**src/rtl/irq_dispatch.sv**
```systemverilog
// -----------------------------------------------------------------------------
// irq_dispatch
//   CPU-side consumer of the interrupt controller's 3-bit code. Incoming codes
//   are collected into a 7-bit pending set. At an instruction boundary, and
//   only while the global enable is set, the highest-numbered unmasked pending
//   code is dispatched. The block then issues a vector jump to the core, saves
//   the return PC and blocks further dispatch until reti. On return it restores
//   the saved PC and reopens eirq.
//
// Ports
//   clk         system clock, all state on rising edge
//   rst         asynchronous, active-low reset
//   irq1..irq3  interrupt code bits 0..2 (code 0 = no event)
//   eirq        core can accept interrupts (gie set and idle)
//   gie_set     pulse: set global interrupt enable (IDLE only)
//   gie_clr     pulse: clear global interrupt enable (IDLE only, wins over set)
//   mask_we     mask write strobe
//   mask_wdata  new mask, bit k-1 enables code k
//   boundary    core is at an instruction boundary this cycle
//   pc          PC to resume at, sampled in the dispatch cycle
//   take        one-cycle pulse: core loads vec into PC
//   vec         vector address, held until the next dispatch
//   reti        pulse: handler return (honoured in SERVICE only)
//   ret_valid   one-cycle pulse: core loads ret_pc into PC
//   ret_pc      saved return PC
//   in_service  high in TAKE and SERVICE
//   cause       code being serviced
//   pending     pending set, bit k-1 = code k
// -----------------------------------------------------------------------------
module irq_dispatch #(
    parameter int unsigned        ADDR_W    = 16,
    parameter logic [ADDR_W-1:0]  VEC_BASE  = 16'h0004,
    parameter int unsigned        VEC_SHIFT = 2
) (
    input  logic              clk,
    input  logic              rst,
    input  logic              irq1,
    input  logic              irq2,
    input  logic              irq3,
    output logic              eirq,
    input  logic              gie_set,
    input  logic              gie_clr,
    input  logic              mask_we,
    input  logic [6:0]        mask_wdata,
    input  logic              boundary,
    input  logic [ADDR_W-1:0] pc,
    output logic              take,
    output logic [ADDR_W-1:0] vec,
    input  logic              reti,
    output logic              ret_valid,
    output logic [ADDR_W-1:0] ret_pc,
    output logic              in_service,
    output logic [2:0]        cause,
    output logic [6:0]        pending
);

    typedef enum logic [1:0] {
        S_IDLE    = 2'd0,
        S_TAKE    = 2'd1,
        S_SERVICE = 2'd2,
        S_RETURN  = 2'd3
    } state_t;

    state_t      state, state_nxt;
    logic        gie;
    logic [6:0]  mask;

    logic [2:0]  code;
    logic [6:0]  set_vec;
    logic [6:0]  clr_vec;
    logic [6:0]  eligible;
    logic [2:0]  sel;
    logic        dispatch;

    assign code     = {irq3, irq2, irq1};
    assign eligible = pending & mask;
    assign dispatch = (state == S_IDLE) && gie && boundary && (|eligible);

    // Decode of the incoming code and priority pick of the dispatch candidate.
    // NOTE: every always_comb output gets a default before any conditional
    // assignment; a path that leaves one unassigned would infer a latch.
    always_comb begin
        set_vec = '0;
        clr_vec = '0;
        sel     = 3'd0;
        for (int k = 0; k < 7; k++) begin
            set_vec[k] = (code == 3'(k + 1));
            // Later iterations overwrite earlier ones, so the highest
            // eligible code wins.
            if (eligible[k]) sel = 3'(k + 1);
        end
        for (int k = 0; k < 7; k++) begin
            clr_vec[k] = dispatch && (sel == 3'(k + 1));
        end
    end

    // Next-state logic.
    always_comb begin
        state_nxt = state;
        case (state)
            S_IDLE:    if (dispatch) state_nxt = S_TAKE;
            S_TAKE:    state_nxt = S_SERVICE;
            S_SERVICE: if (reti) state_nxt = S_RETURN;
            S_RETURN:  state_nxt = S_IDLE;
            default:   state_nxt = S_IDLE;
        endcase
    end

    // NOTE: sequential state uses non-blocking assignments only, so every
    // register samples the values that held before this edge.
    always_ff @(posedge clk or negedge rst) begin
        if (!rst) begin
            state <= S_IDLE;
        end else begin
            state <= state_nxt;
        end
    end

    always_ff @(posedge clk or negedge rst) begin
        if (!rst) begin
            gie     <= 1'b0;
            mask    <= 7'h7F;
            pending <= '0;
            cause   <= '0;
            vec     <= '0;
            ret_pc  <= '0;
        end else begin
            // A code arriving for the bit being dispatched keeps it pending.
            pending <= (pending & ~clr_vec) | set_vec;

            if (mask_we) mask <= mask_wdata;

            if (dispatch) begin
                gie    <= 1'b0;
                cause  <= sel;
                ret_pc <= pc;
                vec    <= VEC_BASE + (ADDR_W'(sel) << VEC_SHIFT);
            end else if (state == S_IDLE) begin
                if (gie_clr)      gie <= 1'b0;
                else if (gie_set) gie <= 1'b1;
            end else if (state == S_RETURN) begin
                gie <= 1'b1;
            end
        end
    end

    assign eirq       = gie && (state == S_IDLE);
    assign take       = (state == S_TAKE);
    assign ret_valid  = (state == S_RETURN);
    assign in_service = (state == S_TAKE) || (state == S_SERVICE);

endmodule
```
**config.mk**
```make
export PLATFORM = sky130hd
export DESIGN_NAME = irq_dispatch
export DESIGN_NICKNAME = d
export VERILOG_FILES = /design/src/rtl/irq_dispatch.sv
export SDC_FILE = /design/constraint.sdc
export NUM_CORES = 1
export LEC_CHECK = 0
export ABC_AREA = 1
export BUFFER_PORTS_ARGS = -buffer_cell sky130_fd_sc_hd__buf_2
export CORE_UTILIZATION = 48
export DETAILED_ROUTE_END_ITERATION = 10
export HOLD_SLACK_MARGIN = 0.03
export PLACE_DENSITY = 0.77
export SLEW_MARGIN = 20
export SYNTH_ARGS = -nofsm -noshare
export SYNTH_HDL_FRONTEND = slang
export SYNTH_SLANG_ARGS = --single-unit
```
**constraint.sdc**
```tcl
create_clock -name clk -period 1.9 [get_ports clk]
set_input_delay 0.38 -clock clk [delete_from_list [all_inputs] [get_ports clk]]
set_output_delay 0.38 -clock clk [all_outputs]
set_load 0.03 [all_outputs]
```
* Yosys cells after proc, flatten, opt, wreduce, memory -nomap -nowiden
Cells that the tools add are included.
Storage, ports and cells: register bits after elaboration 52, bits of input ports 33, output and inout bits 46, logic and storage cells 63
Cells by class: $add $sub $neg 1, equality and inequality tests 20, multiplexer cells 15, bitwise gates (word level) 4, reduce and logical (&&, ||, !) cells 16
Operators by type and width (count):
- 3-bit == test, second input constant | 8
- 7-bit AND | 2
- 3-bit by 2-bit == test with 1-bit output, second input constant | 4
- 3-bit two-way mux | 4
- 1-bit logical AND | 10
- 2-bit two-way mux | 4
- 2-bit one-hot mux with 4 select lines | 1
- 7-bit NOT | 1
- 7-bit OR | 1
- 7-bit OR reduction | 1
- 3-bit by 5-bit adder with 6-bit output, first input constant | 1
- 3-bit by 1-bit == test with 1-bit output, second input constant | 2
- 1-bit two-way mux | 6
- 2-bit == test, second input constant | 2
- 2-bit inequality test, second input constant | 2
- 4-bit inequality test, second input constant | 1
- 2-bit AND reduction | 2
- 3-bit nonzero test | 1
- 2-bit by 1-bit == test with 1-bit output, second input constant | 1
- 2-bit logical NOT | 1
- 1-bit logical OR | 1

* Longest topological paths before layout
Gate-level depths: netlist of the first run.
word-level depth 13, gate-level depth with buffers 12, gate-level depth less buffers 12

* Worst setup path before layout of the first run
OpenSTA, ideal clock, no wires.
path kind register -> register, start point register pending[1], end point register vec[4], setup time 0.117 ns, arrival 1.543 ns, required time 1.783 ns, setup slack 0.240 ns, stages on the path, launching flop included 12, buffers on the path 0, clock period less this slack 1.660 ns, cell sequence dfrtp_1 -> nand2_1 -> nand3_1 -> nand2_1 -> nand2_1 -> nand2_1 -> nand2_1 -> nand2_1 -> ha_1 -> ha_1 -> nand2_1 -> nand2_1
Between the ends: word-level cells in the longest chain between the ends 8, elaborated cells on any way between the ends 10, classes of those cells add/sub: 1; mux: 6; bitwise: 1; reduce/logical: 2
Ends and longest elaborated chain:
- start: declaration | RTL line 54 | output logic [6:0] pending
- start signal: assignment | RTL line 129 | pending <= (pending & ~clr_vec) | set_vec;
- 7-bit AND | RTL line 76 | assign eligible = pending & mask;
- 2-bit two-way mux (2 in a row) | RTL line 90 | if (eligible[k]) sel = 3'(k + 1);
- 3-bit two-way mux (4 in a row) | RTL line 90
- net sel[0] | RTL line 72 | logic [2:0] sel;
- 3-bit by 5-bit adder with 6-bit output | RTL line 137 | vec <= VEC_BASE + (ADDR_W'(sel) << VEC_SHIFT);
- end signal: assignment | RTL line 137
- end: declaration | RTL line 48 | output logic [ADDR_W-1:0] vec,
The timed path passes the listed nets, and every way through them passes these cells. A chain may end at the register's enable or synchronous reset.

* Worst setup path after layout of the first run
start point register mask[1], end point register vec[4]
Between the ends: word-level cells in the longest chain between the ends 8, elaborated cells on any way between the ends 10, classes of those cells add/sub: 1; mux: 6; bitwise: 1; reduce/logical: 2
Ends and longest elaborated chain:
- start: declaration | RTL line 66 | logic [6:0] mask;
- start signal: assignment | RTL line 131 | if (mask_we) mask <= mask_wdata;
- 7-bit AND | RTL line 76
- 2-bit two-way mux (2 in a row) | RTL line 90
- 3-bit two-way mux (4 in a row) | RTL line 90
- net sel[0] | RTL line 72
- 3-bit by 5-bit adder with 6-bit output | RTL line 137
The timed path passes the listed nets, and every way through them passes these cells.

==> flow_summary.toml, run 1 <==
[clocking]
cts_tree = "done"
cts_setup_buffers = 0
clock_latency_ns = 0.29
clockBufferDepth = 2
clk_pin_slew_ns = 0.07
cts_hold_buf = 0
ctsHtreeMaxLevel = 2
numClockSinks = 40
clock-root-buffer = "clkbuf_8"
cts_buffers = 5

[layout]
final_area_um2 = 2390
area_growth_pct = 21.6
utilization = 0.630
drive_gt1_frac = 0.342
nets = 337
diodes = 0

[synthesis]
synth.distinct_cells = 21
synth_most_common_cell = "nand2_1"
syn_inst = 224
yosys_most_used_dff = "dfrtp_1"
syn_area_per_cell_um2 = 8.79
yosysTopAreaCell = "dfrtp_1"
synthTopCellsByArea = "dfrtp_1 (42%), nand2_1 (18%), dfstp_2 (9.3%)"
synthesis.area_um2 = 1970
yosys_warnings = 0
async_reset_ff_frac = 1.00
yosysSeqAreaShare = 0.513
synth_top_area_frac = 0.419
synth_common_cells = "nand2_1 (96), dfrtp_1 (33), inv_1 (16)"
ys_ff_latch = 40
synth_edf_count = 0

[setup_path]
path_class = "register to register"
arrival_ns = 1.92
r2r-end = "vec[4]"
required_ns = 2.08
ff2ff_path_depth = 11
worstReg2RegStart = "mask[1]"
end_kind = "register"
crit_start = "mask[1]"
startpoint_type = "register"
critical_path.max_fanout = 5
rrSetupSlack_ns = 0.16

[global_route]
groute.layer.met3.usage = 0.0569
grt_pass1_vias = 1460
grt_most_used_layer = "met2"
grt_overflow = 0
grt_usage = 0.201
grt_first_pass_wirelength_mm = 6.53
grt_util_met1 = 0.262
use_met2 = 0.328
grt_start_max_net_pins = 41
grt_antenna_before_repair = 0

[power_and_ir_drop]
ir_drop_uv = 979
power_uw = 4120
power.leakage_uw = 0.00136
powerDensity_nw_per_um2 = 1720

[placed_design]
post_dp_cell_area_um2 = 2300
detailed_place_hpwl_mm = 2.90
io_buffer_count = 66
gp_congestion = 0.767

[sta]
rsz0062_at_grt = "no"
setup_violations = 0
final.setup.tns_ns = 0
final_hold_viol_count = 0
finalClockSkew_ns = 0.00681
post-route-period-util = 0.917
fmax_ghz = 0.574
maxSlewViolCount = 0
post-route-min-period_ns = 1.74

[die]
pin_count = 79
coreArea_um2 = 3800
die_w_um = 66.1
fp.dieH_um = 66.1
rows = 22
start_util = 0.518
dieArea_um2 = 4360

[drt]
via_count = 1605
vias_per_cell = 4.68
ant_nets = 0
wirelength_mm = 3.77
wl_per_cell_um = 11.0
firstDrtPassIters = 5
drc_errors = 0
drt_iter0_drc = 54

[outcome]
status = "completed"

[flow_run]
maxCapViolCount = 0

[worst_hold_path]
min_path_type = "primary input to async pin"
==> kinds of logic (layout without fill, tap and decap cells) <==
logic type	after synthesis	count (layout)	share of synthesized area
other	1	12	0.00190
buffers and inverters	34	94	0.0985
AND/OR/NAND/NOR	116	116	0.241
adder cells (fa/ha/maj)	10	10	0.0635
multiplexers	7	7	0.0400
flip-flops	40	40	0.513
AO/OA/AOI/OAI	16	16	0.0419
==> worst max-delay path by stage <==
stage	endpoint	slack, ns	cells past startpoint
global route	vec[4]	0.02	11
CTS	vec[4]	0.05	8
detailed placement	vec[4]	0.07	8
finish	vec[4]	0.16	11
floorplan	vec[4]	0.24	11
global placement	vec[4]	0.11	8
==> what timing repair did <==
item / in CTS / in global routing
gates resized for setup: 0 / 3
endpoints found under the hold margin: 0 / 0
setup endpoints to repair: 0 / 7
==> state kept, by name, indices dropped and copies added (netlist names) <==
name / cells
state: 2
cause: 3
gie: 1
vec: 4
mask: 7
pending: 7
ret_pc: 16
==> report_power, final <==
| part | total (uW) | internal, uW | switching [uW] |
|---|---|---|---|
| combinational | 2140 | 639 | 1500 |
| clock | 567 | 296 | 271 |
| sequential | 1420 | 1220 | 207 |
| total | 4120 | 2150 | 1970 |
==> per-layer routing <==
metal,vias up,wire length [um],share of wire
met5,-,0,0
met4,0,29,0.0077
met3,4,199,0.053
met2,47,1810,0.48
met1,747,1730,0.46
li1,807,-,-
==> critical path, cell delays in order (launching register included) <==
cell	delay (ns)
dfstp_2	0.53
nand2_1	0.06
nand3_1	0.06
nand2_1	0.05
nand2_1	0.06
nand2_1	0.05
nand2_1	0.06
nand2_1	0.14
ha_2	0.24
ha_1	0.27
nand2_1	0.07
nand2_1	0.04
==> cell type report <==
class                   count  area, um2
well taps                  48       60.1
inverters                  16       60.1
fillers                   353       1400
repair buffers             70        360
flip-flops and latches     40       1010
clock buffers               8       90.1
multi-input cells         161        815
==> placed cells by master, fill, tap and decap left out, drive strengths merged, types with 6 or more instances in the layout <==
cell and n:
buf 70, clkbuf 8, conb 12, dfrtp 33
dfstp 7, ha 10, inv 16, mux2 7
nand2 103, nand3 6, nor2 6, o21ai 14
==> metrics by stage <==
| step | hold WS (ns) | cells | setup slack (ns) |
|---|---|---|---|
| floorplan | 0.0844 | 235 | 0.240 |
| global placement | 0.454 | 335 | 0.105 |
| detailed placement | 0.459 | 335 | 0.0677 |
| CTS | 0.144 | 343 | 0.0468 |
| global route | 0.176 | 343 | 0.0191 |
| finish | 0.137 | 343 | 0.158 |
Note: power is estimated with default switching activity, not from simulation.
==> run 2, diff against run 1 <==
ABC_AREA = default   (was 1)
BUFFER_PORTS_ARGS = default   (was -buffer_cell sky130_fd_sc_hd__buf_2)
CORE_UTILIZATION = 49   (was 48)
DONT_BUFFER_PORTS = 1   (was default)
PLACE_DENSITY = 0.62   (was 0.77)
SLEW_MARGIN = default   (was 20)
==> flow_summary.toml, run 2 <==
[die]
pin_count = 79
fp.dieH_um = 64.0
start_util = 0.511
rows = 22
die_w_um = 64.0
coreArea_um2 = 3690
dieArea_um2 = 4100

[global_route]
grt_start_max_net_pins = 41
grt_antenna_before_repair = 0
grt_first_pass_wirelength_mm = 5.98
grt_usage = 0.200
grt_pass1_vias = 1260
grt_overflow = 0

[sta]
hold-worst-slack_ns = 0.194
setup_violations = 0
post-route-min-period_ns = 1.84
maxSlewViolCount = 0
finalClockSkew_ns = 0.00614
fmax_ghz = 0.545
post-route-period-util = 0.966
rsz0062_at_grt = "no"
final_hold_viol_count = 0

[drt]
via_count = 1233
wirelength_mm = 3.62
firstDrtPassIters = 4
ant_nets = 0
vias_per_cell = 5.53
drt_iter0_drc = 72
wl_per_cell_um = 16.2
drc_errors = 0

[setup_path]
crit_path_top_delay_cell = "dfstp_2"
required_ns = 2.08
crit_path_frequent_cell = "ha_4"
ff2ff_path_depth = 7
end_kind = "register"
critical_path.max_fanout = 2
cp_cell_sequence = "nand2_2, a32o_2, a31oi_4, inv_2, ha_4, ha_4, mux2_2"
path_depth = 7
r2r-end = "vec[4]"
path_class = "register to register"
crit_family = "flip-flops"
arrival_ns = 2.02
worstReg2RegStart = "mask[1]"
startpoint_type = "register"
cpPeakStageDelay_ns = 0.54
path_buf_inv = 1
rrSetupSlack_ns = 0.06
crit_start = "mask[1]"

[worst_hold_path]
hp-start = "irq1"
min_path_type = "primary input to register"
min_to = "pending[5]"
min_delay_path_depth = 1

[layout]
utilization = 0.596
stdcell_count = 223
nFillCells = 318
nets = 217
reg_top3 = "ret_pc (16), mask (7), pending (7)"
seqCellArea_um2 = 1010
drive_gt1_frac = 0.423
area_growth_pct = 16.7
final_cell_mix = "dfrtp_1 (31), mux2_2 (26), buf_4 (18)"
diodes = 0
multi_input_area_um2 = 827
largest_reg_flops = 16
layout_commonest_cell = "dfrtp_1"
regMostFlops = "ret_pc"

[synthesis]
yosysSeqAreaShare = 0.536
synth-xor-area-share = 0
yosys_most_used_dff = "dfrtp_1"
synth_edf_count = 0
yosys.area_share.adder = 0.0664
synth.area.mux_share = 0.155
yosysTopAreaCell = "dfrtp_1"
yosys_warnings = 0
synth_common_cells = "dfrtp_1 (33), mux2_2 (26), nand2_1 (16)"
synth_top_area_frac = 0.438
synth_most_common_cell = "dfrtp_1"
synth_top_family_by_area = "multiplexers"
ys_ff_latch = 40
synth_compound_area_frac = 0.113
synthesis.area_um2 = 1890
synth.distinct_cells = 26
syn_area_per_cell_um2 = 12.6
synthTopCellsByArea = "dfrtp_1 (44%), mux2_2 (16%), dfstp_2 (9.8%)"
synthSimpleGateAreaFrac = 0.0484
syn_inst = 150
async_reset_ff_frac = 1.00

[clocking]
cts_tree = "done"
clockBufferDepth = 2
clk_pin_slew_ns = 0.07
clock_latency_ns = 0.29
numClockSinks = 40
ctsHtreeMaxLevel = 2
clock-root-buffer = "clkbuf_8"
cts_buffers = 5

[placed_design]
gp_congestion = 0.863
io_buffer_count = 0
dp.cells = 209
detailed_place_hpwl_mm = 2.68

[power_and_ir_drop]
powerDensity_nw_per_um2 = 1790
power.leakage_uw = 0.000978
ir_drop_uv = 1050

[flow_run]
maxCapViolCount = 0

[outcome]
status = "completed"
[run 2: cell families (layout without fill, tap and decap cells)]
kind of cell	after synthesis	count (layout)
AOI/OAI and AO/OA	27	27
adders and majority gates	10	10
buffers and inverters	24	38
DFF	40	40
muxes	26	26
other	1	12
and+or+nand+nor	22	22
[run 2: power by group]
group	total (uW)	switching, uW	leakage, uW	internal, uW
logic	1450	751	0.000489	697
clock network	525	268	0.0000422	257
registers	1970	765	0.000447	1200
total	3940	1780	0.000978	2160
[run 2: worst reg2reg max path, delay by kind of cell (launching register included)]
kind,cells,cell delay (ns)
mux,1,0.26
simple gates,1,0.06
buf+inv,1,0.07
compound gates,2,0.44
flops,1,0.54
fa+ha+maj,2,0.37
[run 2: how the worst max path moves through the flow]
stage	to	slack, ns
after floorplan	vec[4]	0.004
final	vec[4]	0.06
after CTS	vec[4]	0.02
after global placement	vec[4]	0.03
after global routing	vec[4]	0.004
after detailed placement	vec[4]	-0.03
[run 2: per-stage QoR]
step           cell area, um2  total power [uW]  worst slack (ns)  TNS, ns
5_1_grt                  2200              4170           0.00394        0
3_5_place_dp             2040              3370           -0.0290  -0.0290
6_report                 2200              3940            0.0638        0
2_1_floorplan            1970              2980           0.00379        0
4_1_cts                  2190              3970            0.0215        0
3_3_place_gp             2040              3280            0.0260        0
[run 2: timing repair]
item                                   4_1_cts  5_1_grt
setup endpoints to repair                    1       17
hold buffers                                 2        0
resized for setup                            3        1
pin swaps                                    2        2
endpoints found under the hold margin       40        0
setup buffers                                3        1
[run 2: layer usage]
metal | share of wire | wire length, um | up-vias | GRT usage
met5 | 0 | 0 | - | 0
met4 | 0.019 | 70 | 0 | 0.0909
met3 | 0.083 | 301 | 7 | 0.0839
met2 | 0.52 | 1890 | 62 | 0.330
met1 | 0.37 | 1350 | 611 | 0.223
li1 | - | - | 553 | -
[run 2: layout make-up]
cell class                      count  share of cell area
Clock buffer                        7              0.0347
Clock inverter                      1             0.00228
Inverter                            9              0.0154
Multi-Input combinational cell     97               0.376
Sequential cell                    40               0.460
Tap cell                           48              0.0273
Timing Repair Buffer               21              0.0842
==> run 3, diff against run 2 <==
CAP_MARGIN = 20   (was default)
CELL_PAD_IN_SITES_DETAIL_PLACEMENT = 0   (was default)
CELL_PAD_IN_SITES_GLOBAL_PLACEMENT = 1   (was default)
CORE_UTILIZATION = 47   (was 49)
PLACE_DENSITY = 0.75   (was 0.62)
REMOVE_ABC_BUFFERS = 1   (was default)
==> flow_summary.toml, run 3 (synthesis results as in run 2) <==
[power_and_ir_drop]
power.leakage_uw = 0.000998
powerDensity_nw_per_um2 = 1810
ir_drop_uv = 914

[sta]
rsz0062_at_grt = "yes"
post-route-period-util = 0.972
finalClockSkew_ns = 0.00482
maxSlewViolCount = 0
hold-worst-slack_ns = 0.172
setup_violations = 0
final_hold_viol_count = 0
post-route-min-period_ns = 1.85
fmax_ghz = 0.541
setup_slack_ns = 0.0533

[setup_path]
path_class = "register to register"
startpoint_type = "register"
crit_start = "mask[1]"
endpoint = "vec[4]"
r2r-end = "vec[4]"
arrival_ns = 2.02
worstReg2RegStart = "mask[1]"
required_ns = 2.07
rrSetupSlack_ns = 0.05
critical_path.max_fanout = 2
end_kind = "register"
ff2ff_path_depth = 7

[worst_hold_path]
min_path_type = "primary input to register"
hp-start = "irq1"

[drt]
drt_iter0_drc = 51
vias_per_cell = 5.29
wirelength_mm = 3.62
wl_per_cell_um = 16.0
ant_nets = 0
drc_errors = 0
via_count = 1201
firstDrtPassIters = 4

[die]
start_util = 0.504
coreArea_um2 = 3740
fp.dieH_um = 65.3
die_w_um = 65.3
dieArea_um2 = 4270
rows = 22
pin_count = 79

[layout]
drive_gt1_frac = 0.408
seqCellArea_um2 = 1010
multi_input_area_um2 = 805
diodes = 0
stdcell_count = 227
area_growth_pct = 17.3
layout_commonest_cell = "dfrtp_1"
regMostFlops = "ret_pc"
largest_reg_flops = 16
nFillCells = 317
reg_top3 = "ret_pc (16), mask (7), pending (7)"
nets = 221
final_cell_mix = "dfrtp_1 (33), mux2_2 (26), buf_4 (23)"

[clocking]
clk_pin_slew_ns = 0.07
clock_latency_ns = 0.28
clock-root-buffer = "clkbuf_8"
cts_buffers = 5
cts_tree = "done"
clockBufferDepth = 2
numClockSinks = 40
ctsHtreeMaxLevel = 2

[global_route]
grt_antenna_before_repair = 0
grt_start_max_net_pins = 41
grt_usage = 0.187
grt_first_pass_wirelength_mm = 5.75
grt_pass1_vias = 1281
grt_overflow = 0

[placed_design]
gp_congestion = 0.825
detailed_place_hpwl_mm = 2.68
dpl_worst_slack_ns = -0.103
dp.cells = 216
io_buffer_count = 0

[flow_run]
maxCapViolCount = 0

[outcome]
status = "completed"
## run 3: changes by cell type in the layout (fill, tap and decap cells not counted), sizes merged
cell,delta
buf,+4
clkbuf,+1
clkinv,-1
## run 3: power by group
group / internal (uW) / total [uW] / switching, uW
clock: 331 / 594 / 263
sequential: 1200 / 1960 / 755
combinational: 699 / 1450 / 747
total: 2230 / 4000 / 1770
## run 3: how the worst min path moves through the flow
stage	depth (start not counted)	slack (ns)	to
floorplan	0	0.08	cause[0]
global placement	0	0.09	gie
detailed placement	0	0.09	gie
CTS	1	0.16	pending[5]
global route	1	0.15	pending[5]
finish	1	0.17	pending[5]
## run 3: layout make-up
cell class                 count  area share
timing repair buffer          25      0.0917
sequential                    40       0.457
tap                           48      0.0272
clock buffer                   8      0.0453
inverter                       9      0.0153
multi-input combinational     97       0.364
## run 3: routing by layer
| layer | global-route usage | share of wire | wire, um | vias up |
|---|---|---|---|---|
| li1 | - | - | - | 560 |
| met1 | 0.208 | 0.42 | 1530 | 583 |
| met3 | 0.0729 | 0.065 | 235 | 4 |
| met4 | 0.0815 | 0.011 | 39 | 0 |
| met2 | 0.314 | 0.50 | 1820 | 54 |
| met5 | 0 | 0 | 0 | - |
## run 3: worst max-delay path: stages, from the launching register on
cell     delay (ns)
dfstp_2        0.54
nand2_2        0.05
a32o_2         0.29
a31oi_4        0.16
inv_2          0.06
ha_2           0.19
ha_4           0.20
mux2_2         0.25
## run 3: repair_timing
action / 4_1_cts / 5_1_grt
hold endpoints to repair: 40 / 0
hold buffers: 2 / 0
setup buffers: 1 / 0
resized for setup: 3 / 6
pin swaps: 4 / 0
setup endpoints to repair: 2 / 4
## run 3: through the flow
stage / total power (uW) / utilization / setup TNS (ns) / area [um2]
global placement: 3260 / 0.544 / -0.0697 / 2040
CTS: 4000 / 0.585 / 0 / 2190
detailed placement: 3330 / 0.544 / -0.103 / 2040
finish: 4000 / 0.591 / 0 / 2210
floorplan: 2880 / - / -5.09 / 1810
global route: 4240 / 0.591 / -0.00372 / 2210
